### config.mk
export PLATFORM = sky130hd
export DESIGN_NAME = iq_issue_ctrl_flat
export DESIGN_NICKNAME = d
export VERILOG_FILES = /design/src/rtl/iq_issue_ctrl_if.sv /design/src/rtl/iq_issue_ctrl.sv /design/src/flat_wrapper.sv
export SDC_FILE = /design/constraint.sdc
export NUM_CORES = 1
export LEC_CHECK = 0
export BUFFER_PORTS_ARGS = -buffer_cell sky130_fd_sc_hd__clkbuf_2
export CORE_MARGIN = 8
export CORE_UTILIZATION = 40
export CTS_BUF_LIST = sky130_fd_sc_hd__clkbuf_2
export CTS_CLUSTER_SIZE = 30
export DETAILED_ROUTE_END_ITERATION = 8
export PLACE_DENSITY = 0.85
export SKIP_LAST_GASP = 1
export SLEW_MARGIN = 20
export SYNTH_ARGS = -nofsm -noshare
export SYNTH_HDL_FRONTEND = slang
export SYNTH_SLANG_ARGS = --single-unit
### constraint.sdc
create_clock -name CLK -period 4.1 [get_ports CLK]
set_clock_uncertainty 0.2 [all_clocks]
set_input_delay 0.41 -clock CLK [delete_from_list [all_inputs] [get_ports CLK]]
set_output_delay 0.41 -clock CLK [all_outputs]
set_load 0.005 [all_outputs]
### src/rtl/iq_issue_ctrl_if.sv
// iq_issue_ctrl_if
// Groups the issue-select controller's IQ-side and FU-side signals.
//   IQ side : req_vec, entry_valid, sel_payload in; grant_valid, grant_idx,
//             grant_onehot out (combinational, same cycle as the request).
//   FU side : issue_valid/issue_data out with fu_ready back; fu_done reports
//             completion of an outstanding operation.
//   Control : FREEZE, FLUSH in; inflight_cnt, drain_busy, done_underflow out.
// The slave modport is the controller; master is whatever surrounds it.
interface iq_issue_ctrl_if #(
  parameter int IQ_LEN    = 16,
  parameter int IDX_BITS  = 4,
  parameter int PAYLOAD_W = 64,
  parameter int CNT_BITS  = 3
);
  logic                 FREEZE;
  logic                 FLUSH;
  logic [IQ_LEN-1:0]    req_vec;
  logic [IQ_LEN-1:0]    entry_valid;
  logic [PAYLOAD_W-1:0] sel_payload;
  logic                 fu_ready;
  logic                 fu_done;
  logic                 grant_valid;
  logic [IDX_BITS-1:0]  grant_idx;
  logic [IQ_LEN-1:0]    grant_onehot;
  logic                 issue_valid;
  logic [PAYLOAD_W-1:0] issue_data;
  logic [CNT_BITS-1:0]  inflight_cnt;
  logic                 drain_busy;
  logic                 done_underflow;

  modport slave (
    input  FREEZE, FLUSH, req_vec, entry_valid, sel_payload, fu_ready, fu_done,
    output grant_valid, grant_idx, grant_onehot, issue_valid, issue_data,
           inflight_cnt, drain_busy, done_underflow
  );

  modport master (
    output FREEZE, FLUSH, req_vec, entry_valid, sel_payload, fu_ready, fu_done,
    input  grant_valid, grant_idx, grant_onehot, issue_valid, issue_data,
           inflight_cnt, drain_busy, done_underflow
  );
endinterface

### src/rtl/iq_issue_ctrl.sv
// iq_issue_ctrl
// Picks the oldest ready, valid entry of the 16-entry collapsing issue queue,
// latches its payload into a one-deep issue register for the FU, caps the
// number of operations outstanding in the FU and sequences flush recovery.
// Ports:
//   CLK   - clock, all state changes on the rising edge
//   RESET - asynchronous active-high reset
//   bus   - iq_issue_ctrl_if slave modport (IQ select, FU handshake, status)
module iq_issue_ctrl #(
  parameter int IQ_LEN       = 16,
  parameter int IDX_BITS     = 4,
  parameter int PAYLOAD_W    = 64,
  parameter int MAX_INFLIGHT = 4,
  parameter int CNT_BITS     = 3
) (
  input  logic CLK,
  input  logic RESET,
  iq_issue_ctrl_if.slave bus
);

  typedef enum logic {RUN = 1'b0, DRAIN = 1'b1} state_t;

  localparam logic [CNT_BITS-1:0] MAX_CNT = CNT_BITS'(MAX_INFLIGHT);

  state_t               state_q, state_d;
  logic                 issue_valid_q;
  logic [PAYLOAD_W-1:0] issue_data_q;
  logic [CNT_BITS-1:0]  cnt_q, cnt_d;
  logic                 underflow_q, underflow_set;

  logic [IQ_LEN-1:0]    cand;
  logic [IQ_LEN-1:0]    onehot;
  logic [IDX_BITS-1:0]  idx;
  logic                 grant;
  logic                 flush_drop;
  logic [1:0]           dec;
  logic [CNT_BITS-1:0]  dec_ext;

  // Age-priority select: entry 0 is oldest, so the lowest set candidate bit
  // wins. Scanning downwards leaves the lowest index as the last write.
  always_comb begin
    cand   = bus.req_vec & bus.entry_valid;
    onehot = cand & (~cand + 1'b1);
    idx    = '0;
    for (int i = IQ_LEN - 1; i >= 0; i--) begin
      if (cand[i]) idx = i[IDX_BITS-1:0];
    end
  end

  // A completing op frees its FU credit in the same cycle, so fu_done lets a
  // grant through even at the cap. RESET gates the grant so nothing is
  // offered to the IQ while the controller is held in reset.
  assign grant = !RESET && (state_q == RUN) && !bus.FLUSH && !bus.FREEZE &&
                 (|cand) && (!issue_valid_q || bus.fu_ready) &&
                 ((cnt_q < MAX_CNT) || bus.fu_done);

  // An op still sitting in the issue register at flush time never reaches
  // the FU, so its credit is returned along with any fu_done.
  assign flush_drop = bus.FLUSH && issue_valid_q && !bus.fu_ready;
  assign dec        = {1'b0, bus.fu_done} + {1'b0, flush_drop};
  assign dec_ext    = CNT_BITS'(dec);

  // In-flight counter next value; decrements saturate at zero and a lone
  // fu_done with nothing outstanding raises the sticky underflow flag.
  always_comb begin
    cnt_d         = cnt_q;
    underflow_set = 1'b0;
    if (grant) begin
      if (!bus.fu_done) cnt_d = cnt_q + 1'b1;
    end else begin
      underflow_set = bus.fu_done && (cnt_q == '0);
      cnt_d         = (cnt_q > dec_ext) ? (cnt_q - dec_ext) : '0;
    end
  end

  // Flush recovery: stay in DRAIN until every outstanding op has completed.
  always_comb begin
    state_d = state_q;
    case (state_q)
      RUN:     if (bus.FLUSH) state_d = DRAIN;
      DRAIN:   if (!bus.FLUSH && (cnt_d == '0)) state_d = RUN;
      default: state_d = RUN;
    endcase
  end

  always_ff @(posedge CLK or posedge RESET) begin
    if (RESET) begin
      state_q       <= RUN;
      issue_valid_q <= 1'b0;
      issue_data_q  <= '0;
      cnt_q         <= '0;
      underflow_q   <= 1'b0;
    end else begin
      state_q     <= state_d;
      cnt_q       <= cnt_d;
      underflow_q <= underflow_q || underflow_set;
      if (bus.FLUSH) begin
        issue_valid_q <= 1'b0;
      end else if (grant) begin
        issue_valid_q <= 1'b1;
        issue_data_q  <= bus.sel_payload;
      end else begin
        issue_valid_q <= issue_valid_q && !bus.fu_ready;
      end
    end
  end

  assign bus.grant_valid    = grant;
  assign bus.grant_idx      = grant ? idx : '0;
  assign bus.grant_onehot   = grant ? onehot : '0;
  assign bus.issue_valid    = issue_valid_q;
  assign bus.issue_data     = issue_data_q;
  assign bus.inflight_cnt   = cnt_q;
  assign bus.drain_busy     = (state_q == DRAIN);
  assign bus.done_underflow = underflow_q;

endmodule

### src/flat_wrapper.sv
// flat-port wrapper written by rule: the top's interface ports become plain ports
module iq_issue_ctrl_flat 
#(
  parameter int IQ_LEN       = 16,
  parameter int IDX_BITS     = 4,
  parameter int PAYLOAD_W    = 64,
  parameter int MAX_INFLIGHT = 4,
  parameter int CNT_BITS     = 3
)
  (CLK, RESET, bus_FREEZE, bus_FLUSH, bus_req_vec, bus_entry_valid, bus_sel_payload, bus_fu_ready, bus_fu_done, bus_grant_valid, bus_grant_idx, bus_grant_onehot, bus_issue_valid, bus_issue_data, bus_inflight_cnt, bus_drain_busy, bus_done_underflow);
  iq_issue_ctrl_if #(.IQ_LEN(IQ_LEN), .IDX_BITS(IDX_BITS), .PAYLOAD_W(PAYLOAD_W), .CNT_BITS(CNT_BITS)) bus_i ();
  input  logic CLK;
  input  logic RESET;
  input wire logic [$bits(bus_i.FREEZE)-1:0] bus_FREEZE;
  input wire logic [$bits(bus_i.FLUSH)-1:0] bus_FLUSH;
  input wire logic [$bits(bus_i.req_vec)-1:0] bus_req_vec;
  input wire logic [$bits(bus_i.entry_valid)-1:0] bus_entry_valid;
  input wire logic [$bits(bus_i.sel_payload)-1:0] bus_sel_payload;
  input wire logic [$bits(bus_i.fu_ready)-1:0] bus_fu_ready;
  input wire logic [$bits(bus_i.fu_done)-1:0] bus_fu_done;
  output wire logic [$bits(bus_i.grant_valid)-1:0] bus_grant_valid;
  output wire logic [$bits(bus_i.grant_idx)-1:0] bus_grant_idx;
  output wire logic [$bits(bus_i.grant_onehot)-1:0] bus_grant_onehot;
  output wire logic [$bits(bus_i.issue_valid)-1:0] bus_issue_valid;
  output wire logic [$bits(bus_i.issue_data)-1:0] bus_issue_data;
  output wire logic [$bits(bus_i.inflight_cnt)-1:0] bus_inflight_cnt;
  output wire logic [$bits(bus_i.drain_busy)-1:0] bus_drain_busy;
  output wire logic [$bits(bus_i.done_underflow)-1:0] bus_done_underflow;
  assign bus_i.FREEZE = bus_FREEZE;
  assign bus_i.FLUSH = bus_FLUSH;
  assign bus_i.req_vec = bus_req_vec;
  assign bus_i.entry_valid = bus_entry_valid;
  assign bus_i.sel_payload = bus_sel_payload;
  assign bus_i.fu_ready = bus_fu_ready;
  assign bus_i.fu_done = bus_fu_done;
  assign bus_grant_valid = bus_i.grant_valid;
  assign bus_grant_idx = bus_i.grant_idx;
  assign bus_grant_onehot = bus_i.grant_onehot;
  assign bus_issue_valid = bus_i.issue_valid;
  assign bus_issue_data = bus_i.issue_data;
  assign bus_inflight_cnt = bus_i.inflight_cnt;
  assign bus_drain_busy = bus_i.drain_busy;
  assign bus_done_underflow = bus_i.done_underflow;
  iq_issue_ctrl #(.IQ_LEN(IQ_LEN), .IDX_BITS(IDX_BITS), .PAYLOAD_W(PAYLOAD_W), .MAX_INFLIGHT(MAX_INFLIGHT), .CNT_BITS(CNT_BITS)) u_core (.CLK(CLK), .RESET(RESET), .bus(bus_i));
endmodule
; Word level (Yosys, flattened, before mapping)
; Cells that the tools add are included.
[classes]
add_sub_neg = 4
n_lt_le_gt_ge = 2
mux = 27
bitwise_logic = 5
reduce_logical = 23
[op_table]
columns = cell, n
row1 = 2-to-1 mux 4 bit, 17
row2 = bitwise AND 16 bit, 2
row3 = "adder 16 x 1 -> 16 bit, second input constant", 1
row4 = 2-to-1 mux 16 bit, 1
row5 = NOT 16 bit, 1
row6 = OR reduction 16 bit, 1
row7 = logical AND 1 bit, 11
row8 = 2-to-1 mux 3 bit, 3
row9 = zero test 3 bit, 2
row10 = zero test 1 bit, 5
row11 = 2-to-1 mux 1 bit, 5
row12 = "adder 3 x 1 -> 3 bit, second input constant", 1
row13 = > comparator 3 x 2 -> 1 bit, 1
row14 = logical OR 1 bit, 3
row15 = "< comparator 3 bit, second input constant", 1
row16 = subtractor 3 x 2 -> 3 bit, 1
row17 = adder 1 x 1 -> 2 bit, 1
row18 = NOT 1 bit, 2
row19 = case mux 1 bit (2 select lines), 1
row20 = AND reduction 2 bit, 1
[totals]
reg_bits = 70
in_bits = 102
output_inout_bits = 91
wordCells = 66

; Depth between registers and ports, before layout
; Gate-level depths: netlist of run 1.
[depth]
ltp_word = 18
depth_mapped = 9
ltp_nobuf = 9

; Worst setup path after synthesis of run 1
; No wires, ideal clock.
[synth_timing]
path_kind = input to register
from = in bus_fu_ready
to = reg u_core.state_q (netlist: u_core.bus.drain_busy)
setup_ns = 0.120
t_arrival_ns = 2.033
required_time_ns = 3.780
setup_slack_ns = 1.747
stages = 9
path_buffers = 0
cell_sequence = nand2b_1 nor2_1 ha_1 ha_1 fa_1 xnor2_1 a22o_1 nand2_1 a31o_2
[synth_between]
elab_chain_len = 10
elab_cells_between_ends = 14
classes_between = add/sub: 2 / order compare: 1 / mux: 4 / reduce/logical: 7
[synth_rtl]
columns = element, line
row1 = from (decl), flat_wrapper.sv:19  ; input wire logic [$bits(bus_i.fu_ready)-1:0] bus_fu_ready;
row2 = zero test 1 bit, iq_issue_ctrl.sv:59  ; assign flush_drop = bus.FLUSH && issue_valid_q && !bus.fu_ready;
row3 = logical AND 1 bit, iq_issue_ctrl.sv:59
row4 = adder 1 x 1 -> 2 bit, iq_issue_ctrl.sv:60  ; assign dec = {1'b0, bus.fu_done} + {1'b0, flush_drop};
row5 = subtractor 3 x 2 -> 3 bit or > comparator 3 x 2 -> 1 bit (tied branches), iq_issue_ctrl.sv:72  ; cnt_d = (cnt_q > dec_ext) ? (cnt_q - dec_ext) : '0;
row6 = 2-to-1 mux 3 bit, iq_issue_ctrl.sv:72
row7 = 2-to-1 mux 3 bit (*), iq_issue_ctrl.sv:68  ; if (grant) begin
row8 = zero test 3 bit (*), iq_issue_ctrl.sv:81  ; DRAIN: if (!bus.FLUSH && (cnt_d == '0)) state_d = RUN;
row9 = logical AND 1 bit (*), iq_issue_ctrl.sv:81
row10 = 2-to-1 mux 1 bit (*), iq_issue_ctrl.sv:81
row11 = case mux 1 bit (2 select lines) (*), iq_issue_ctrl.sv:79  ; case (state_q)
row12 = net u_core.state_d, iq_issue_ctrl.sv:25  ; state_t state_q, state_d;
row13 = to (signal assigned), iq_issue_ctrl.sv:94  ; state_q <= state_d;
row14 = to (decl), iq_issue_ctrl.sv:25
; The timed path passes the listed nets; every way through them passes the cells marked *.
; A chain may end at the register's enable or synchronous reset.

; Worst setup path in the final report of run 1
[layout_timing]
from = in bus_FLUSH
to = out bus_grant_onehot[15]
[layout_between]
elab_chain_len = 7
[layout_rtl]
columns = element, line
row1 = from (decl), flat_wrapper.sv:15  ; input wire logic [$bits(bus_i.FLUSH)-1:0] bus_FLUSH;
row2 = zero test 1 bit, iq_issue_ctrl.sv:53  ; assign grant = !RESET && (state_q == RUN) && !bus.FLUSH && !bus.FREEZE &&
row3 = logical AND 1 bit (3 in a row), iq_issue_ctrl.sv:53
row4 = logical AND 1 bit (2 in a row), iq_issue_ctrl.sv:54  ; (|cand) && (!issue_valid_q || bus.fu_ready) &&
row5 = 2-to-1 mux 16 bit, iq_issue_ctrl.sv:110  ; assign bus.grant_onehot = grant ? onehot : '0;
row6 = to (decl), flat_wrapper.sv:23  ; output wire logic [$bits(bus_i.grant_onehot)-1:0] bus_grant_onehot;
; No other way between the ends.

==> results by group, run 1 <==
Global routing
  • Largest net degree at the start of global routing: 43
  • Number of global-route vias before repair: between 3000 and 4000
  • Initial antenna violation count: 0
  • First-pass GRT wire length: 18000 µm
  • GRT Resource Usage Total: 0.198
  • GRT overflow: 0

Clock network
  • Clk root buf: clkbuf_2
  • Clk sinks: 70
  • Hold-fix buffers at CTS: 67
  • CTS tree: built
  • Worst-case clock buffer depth: 2
  • Post-CTS setup repair buffer count: 0
  • Num CTS Buffers: 9
  • # resized after CTS: 0
  • Htree depth: 3
  • Clock transition at path regs: 0.20 ns
  • Clock Latency Late Sink: ~0.5 ns

Finish
  • Area Overhead vs Synth: 56.9%
  • N_diodes: 0
  • Number of nets in the layout: around 620
  • Layout cell share with drive strength beyond 1: 0.548

Timing
  • Worst-Margin Slew: ~0.76 ns
  • Max Clock Freq: ~310 MHz
  • RSZ-0062 raised after global routing: no
  • Setup tns final: 0 ns
  • Tcrit/Tclk final: 0.798
  • Post-route minimum period: roughly 3.3 ns
  • Final hold viol count: 0
  • Setup violators final: 0
  • Slew Limit Headroom: 0.492
  • Max-slew violations: 0

Pwr
  • P_sw: between 0.9 and 1 mW
  • Pwr dens: 533 mW/mm²
  • Seq pwr share: 0.439
  • LEAKAGE: ~2.7 nW
  • Total power: 2.76 mW
  • Cell-internal power: between 1.5 and 2 mW
  • Clock share of power: 0.172
  • Comb power frac: 0.390
  • Switching share of power: 0.327
  • Worst vdd ir: between 0.3 and 0.4 mV

Critical path
  • Reg2reg start: u_core.bus.inflight_cnt[2]
  • CP Max Fanout: 4
  • End of the critical path: bus_grant_onehot[15]
  • Worst reg2reg path depth: 6
  • CP startpoint kind: primary input
  • Crit Path Class: primary input to primary output
  • Reg2reg end: u_core.bus.issue_valid
  • CP Capture Type: primary output
  • Crit. Startpoint: bus_FLUSH
  • Critical Path AT: ~2.7 ns
  • Flop2flop setup slack: ~1.5 ns
  • CP Data Required Time: around 3.5 ns

Synthesis
  • Post-synth top cells: dfrtp_1, mux2_2, nand2_1, mux2_4, inv_1
  • Post-synth EDFFs: 0
  • Yosys warning total: 0
  • Net Count, Synth: 358
  • Synth top area cells: dfrtp_1, mux2_2, mux2_4
  • Most frequent cell after synthesis: dfrtp_1
  • Synth Register Bits: 70
  • Post-synth top area cell: dfrtp_1
  • Register area share after synthesis: 0.531
  • Async SR Flop Fraction: 1.00
  • Cell count after synthesis: 250
  • Synth unique cells: 43
  • Post-Syn Area: 0.00330 mm²
  • Synthesized area per cell: 13.2 µm²
  • Share of the synthesized area in the top cell type: 0.531
  • Top_reg_cell synth: dfrtp_1

Drt
  • DR vias/cell: around 5.1
  • DR iter-0 viols: between 100 and 150
  • Drt first pass iters: 4
  • Vias post-DR: around 3200
  • Final wirelength: around 11000 µm
  • Routed len/inst: approximately 18 µm
  • DRC Markers: 0
  • DRT antenna net count: 0

Floorplanning
  • Rows: 33
  • Starting density of the core: 0.408
  • Die area: 0.0114 mm²
  • Die Span Y: approximately 110 µm
  • Core area: between 0.008 and 0.009 mm²
  • IO Pins: 193
  • Die width: between 100 and 150 µm

Placed design
  • DP HPWL: ~8000 µm
  • GP Congestion: between 0.9 and 1
  • Port-buffer cells: between 150 and 200

Min path
  • Worst hold path type: primary input to flip-flop

Run
  • Number of max-cap violations: 0

Outcome
  • Outcome: finished, final reports clean
==> power by group through the flow <==
| stage | sequential (mW) | combinational (mW) | clock [mW] |
|---|---|---|---|
| after floorplan | 1.22 | 0.480 | 0 |
| after global placement | 1.19 | 0.996 | 0 |
| after detailed placement | 1.22 | 1.03 | 0 |
| after CTS | 1.20 | 1.08 | 0.495 |
| after global routing | 1.25 | 1.18 | 0.519 |
| final | 1.21 | 1.08 | 0.474 |
==> registers in the layout, indices dropped and copies added, names as in the netlist <==
register	cells
u_core.bus.inflight_cnt	3
u_core.bus.issue_data	64
u_core.bus.issue_valid	1
u_core.bus.drain_busy	1
u_core.bus.done_underflow	1
==> routing by layer <==
layer,share of wire,track usage,vias to the layer above
met5,0,0,-
met4,0.023,0.0844,0
met3,0.12,0.0918,23
met2,0.51,0.350,204
met1,0.35,0.194,1494
li1,-,-,1442
==> per-stage QoR <==
| step | util | setup WS [ns] | area (µm²) | instances | hold slack (ns) |
|---|---|---|---|---|---|
| 2_1_floorplan | - | 1.72 | 3300 | 250 | 0.260 |
| 3_3_place_gp | 0.539 | 1.38 | 4360 | 542 | 0.254 |
| 3_5_place_dp | 0.539 | 1.31 | 4360 | 542 | 0.287 |
| 4_1_cts | 0.640 | 0.890 | 5180 | 625 | 0.0366 |
| 5_1_grt | 0.640 | 0.683 | 5180 | 625 | 0.0514 |
| 6_report | 0.640 | 0.830 | 5180 | 625 | 0.120 |
==> placed cells by master (no fill, tap or decap), drive strengths merged, types with 3 or more instances in the layout <==
master / n
ha: 5
buf: 3
nand3: 5
inv: 12
a21oi: 5
dlygate4sd3: 67
o211ai: 3
nor2: 7
clkbuf: 202
nand2: 22
nor3b: 6
dfrtp: 70
a22oi: 7
o21ai: 5
a22o: 3
mux2: 64
==> worst min path at each step <==
stage,slack (ns),endpoint,cells past startpoint,start
2_1_floorplan,0.26,u_core.bus.done_underflow,1,u_core.bus.done_underflow
3_3_place_gp,0.25,u_core.bus.done_underflow,1,u_core.bus.done_underflow
3_5_place_dp,0.29,u_core.bus.done_underflow,1,u_core.bus.done_underflow
4_1_cts,0.04,u_core.bus.inflight_cnt[2],3,bus_fu_done
5_1_grt,0.05,u_core.bus.done_underflow,2,bus_fu_done
6_report,0.12,u_core.bus.inflight_cnt[2],3,bus_fu_done
==> area by class of cell <==
type,instances,area (µm²)
fillers,615,2920
flip-flops and latches,70,1750
repair buffers,262,1650
multi-input cells,162,1460
well taps,105,131
clock inverters,6,93.8
clock buffers,10,50.0
inverters,10,37.5
==> kinds of logic (layout without fill, tap and decap cells) <==
kind of cell             Yosys count  count (layout)  synth area share
XOR/XNOR                           2               2           0.00531
multiplexers                      65              65             0.233
buffers and inverters             18             288            0.0273
AND/OR/NAND/NOR                   56              56            0.0944
flip-flops                        70              70             0.531
AO/OA/AOI/OAI                     33              33            0.0842
adder cells (fa/ha/maj)            6               6            0.0250
==> worst max-delay path, stage by stage <==
cell and delay, ns:
dlygate4sd3_1 0.55, clkbuf_2 0.13, nor4_1 0.28, o211ai_1 0.22, nor3b_1 0.48, nand2_1 0.18, nor4_1 0.24, clkbuf_2 0.17
(Power assumes the default switching activity.)
==> inputs of run 2 (changes only) <==
Settings changed: PLACE_DENSITY 0.85 to 0.88.
Clock period 4.1 ns to 3 ns, I/O delays scaled along.
==> results by group, run 2 (synthesized netlist as in run 1, its figures left out) <==
Floorplanning
  • Rows: 33 (unchanged)
  • Die width: 107 µm (unchanged)
  • Die Span Y: 107 µm (unchanged)
  • Die area: 0.0114 mm² (unchanged)
  • IO Pins: 193 (unchanged)
  • Starting density of the core: 0.408 (unchanged)
  • Core area: 0.00809 mm² (unchanged)

Timing
  • Post-route minimum period: slightly below 3 ns
  • Tcrit/Tclk final: 0.978
  • Max Clock Freq: 341 MHz
  • Setup violators final: 0 (unchanged)
  • RSZ-0062 raised after global routing: yes
  • Setup slack after layout: 0.0648 ns (-0.765 ns)
  • Slew Limit Headroom: 0.605 (+0.113)
  • Final hold viol count: 0 (unchanged)
  • Max-slew violations: 0 (unchanged)
  • Worst-Margin Slew: 0.592 ns (-0.169 ns)

Critical path
  • CP Max Fanout: 4 (unchanged)
  • Crit Path Class: primary input to primary output
  • Top Family by Delay on Critical Path: buffers and inverters
  • Reg2reg end: u_core.bus.drain_busy
  • CP Data Required Time: 2.50 ns (-0.99 ns)
  • Slowest stage cell, crit path: dlygate4sd3_1
  • WP buf/inv: 4 (+1)
  • CP Capture Type: primary output
  • CP startpoint kind: primary input
  • Max incr delay on CP: 0.53 ns (-0.02 ns)
  • Crit path cell chain: dlygate4sd3_1 -> clkbuf_2 -> nor4_1 -> o211ai_1 -> buf_4 -> nor3b_2 -> nand2_1 -> nor4_1 -> clkbuf_2
  • Flop2flop setup slack: 0.61 ns (-0.86 ns)
  • Worst reg2reg path depth: 9 (+3)
  • Critical Path AT: 2.44 ns (-0.22 ns)
  • Reg2reg start: u_core.bus.issue_valid

Drt
  • WL met1: 3900 µm (-2.3%)
  • DRT antenna net count: 0 (unchanged)
  • DRC Markers: 0 (unchanged)
  • Uppermost routed layer: met4
  • Final wirelength: 11000 µm (-4.0%)
  • DR iter-0 viols: 92 (-21%)
  • Vias post-DR: 3101 (-2.0%)
  • DR vias/cell: 4.93 (-2.6%)
  • Metal2 WL: 5840 µm (+0.64%)
  • Routed len/inst: 17.5 µm (-4.6%)
  • Drt first pass iters: 4 (unchanged)
  • DR WL met3: 1080 µm (-24%)

Finish
  • Most frequent cells in the layout: clkbuf_2, dfrtp_1, dlygate4sd3_1, mux2_2, nand2_1
  • Max FFs per register: 64 (unchanged)
  • Fin area: 0.00524 mm² (+1.2%)
  • Number of nets in the layout: 626 (+0.48%)
  • Area Overhead vs Synth: 58.8%
  • Commonest non-fill, non-tap cell in the layout: clkbuf_2
  • Layout cell share with drive strength beyond 1: 0.553 (+0.00450)
  • Final std cells w/o fill: 629 (+0.64%)

Placed design
  • Port-buffer cells: 192 (unchanged)
  • DP Cell Count: 542 (unchanged)
  • Dpl ws: 0.526 ns (-0.780 ns)
  • Placed cell area: 0.00439 mm² (+0.57%)
  • GP Congestion: 0.916 (-1.5%)
  • DP HPWL: 7840 µm (-1.8%)

Pwr
  • Total power: 3.78 mW (+37%)
  • Pwr dens: 721 mW/mm² (+35%)
  • Worst vdd ir: 0.469 mV (+49%)
  • LEAKAGE: 2.72 nW (+1.2%)

Clock network
  • Num CTS Buffers: 9 (unchanged)
  • Clk sinks: 70 (unchanged)
  • Worst-case clock buffer depth: 2 (unchanged)
  • Htree depth: 3 (unchanged)
  • Clk root buf: clkbuf_2
  • Clock Latency Late Sink: 0.44 ns (-0.05 ns)
  • CTS tree: built
  • Clock transition at path regs: 0.20 ns (about the same)

Global routing
  • First-pass GRT wire length: 17600 µm (-2.1%)
  • GRT Resource Usage Total: 0.192 (-0.00535)
  • Largest net degree at the start of global routing: 45 (+4.7%)
  • Number of global-route vias before repair: 3464 (-1.6%)
  • Initial antenna violation count: 0 (unchanged)
  • GRT overflow: 0 (unchanged)

Min path
  • Worst hold path type: primary input to async pin

Outcome
  • Outcome: finished, final reports clean

Run
  • Number of max-cap violations: 0 (unchanged)
[run 2: changes by cell type in the layout (fill, tap and decap cells not counted), moves of 2 or more]
cell	change
buf_12	+2
clkinv_2	+2
nor3b_1	-2
nor3b_2	+2
[run 2: repair_timing]
action                                 CTS  global route
endpoints found under the hold margin   95             0
setup endpoints to repair                1             7
setup buffers                            0             2
cloned                                   0             0
gates resized for setup                  1             2
pin swaps                                0             1
hold buffers                            68             0
[run 2: routing by layer]
metal,vias to the layer above,global-route usage
li1,1453,-
met1,1489,0.192
met2,139,0.352
met3,20,0.0774
met4,0,0.0673
met5,-,0
[run 2: how the worst max path moves through the flow]
| stage | startpoint | end | cells past startpoint | slack [ns] |
|---|---|---|---|---|
| 2_1_floorplan | RESET | u_core.bus.done_underflow | 1 | 0.73 |
| 3_3_place_gp | bus_req_vec[8] | bus_grant_onehot[14] | 7 | 0.59 |
| 3_5_place_dp | bus_FLUSH | bus_grant_onehot[9] | 7 | 0.53 |
| 4_1_cts | bus_FLUSH | bus_grant_onehot[15] | 8 | 0.009 |
| 5_1_grt | bus_FLUSH | bus_grant_onehot[15] | 9 | -0.05 |
| 6_report | bus_FLUSH | bus_grant_onehot[15] | 9 | 0.06 |
[run 2: cell type report]
class | count | area, µm²
Multi-Input combinational cell | 162 | 1470
Tap cell | 105 | 131
Timing Repair Buffer | 265 | 1710
Clock inverter | 7 | 96.3
Sequential cell | 70 | 1750
Inverter | 10 | 37.5
Antenna cell | 1 | 2.50
Fill cell | 606 | 2850
Clock buffer | 9 | 45.0
[run 2: worst min-delay path, stage by stage]
cell           delay (ns)
dlygate4sd3_1        0.54
clkbuf_2             0.12
inv_2                0.44
[run 2: stage by stage]
| step | TNS [ns] | util | hold WS, ns |
|---|---|---|---|
| final | 0 | 0.647 | 0.250 |
| after global routing | -0.0570 | 0.647 | 0.247 |
| after CTS | 0 | 0.644 | 0.221 |
| after detailed placement | 0 | 0.542 | 0.215 |
| after global placement | 0 | 0.542 | 0.218 |
| after floorplan | 0 | - | 0.163 |
[run 2: power by group]
group | total (mW) | switching, mW | internal (mW)
Sequential | 1.66 | 0.273 | 1.39
Combinational | 1.50 | 0.625 | 0.872
Clock | 0.620 | 0.341 | 0.279
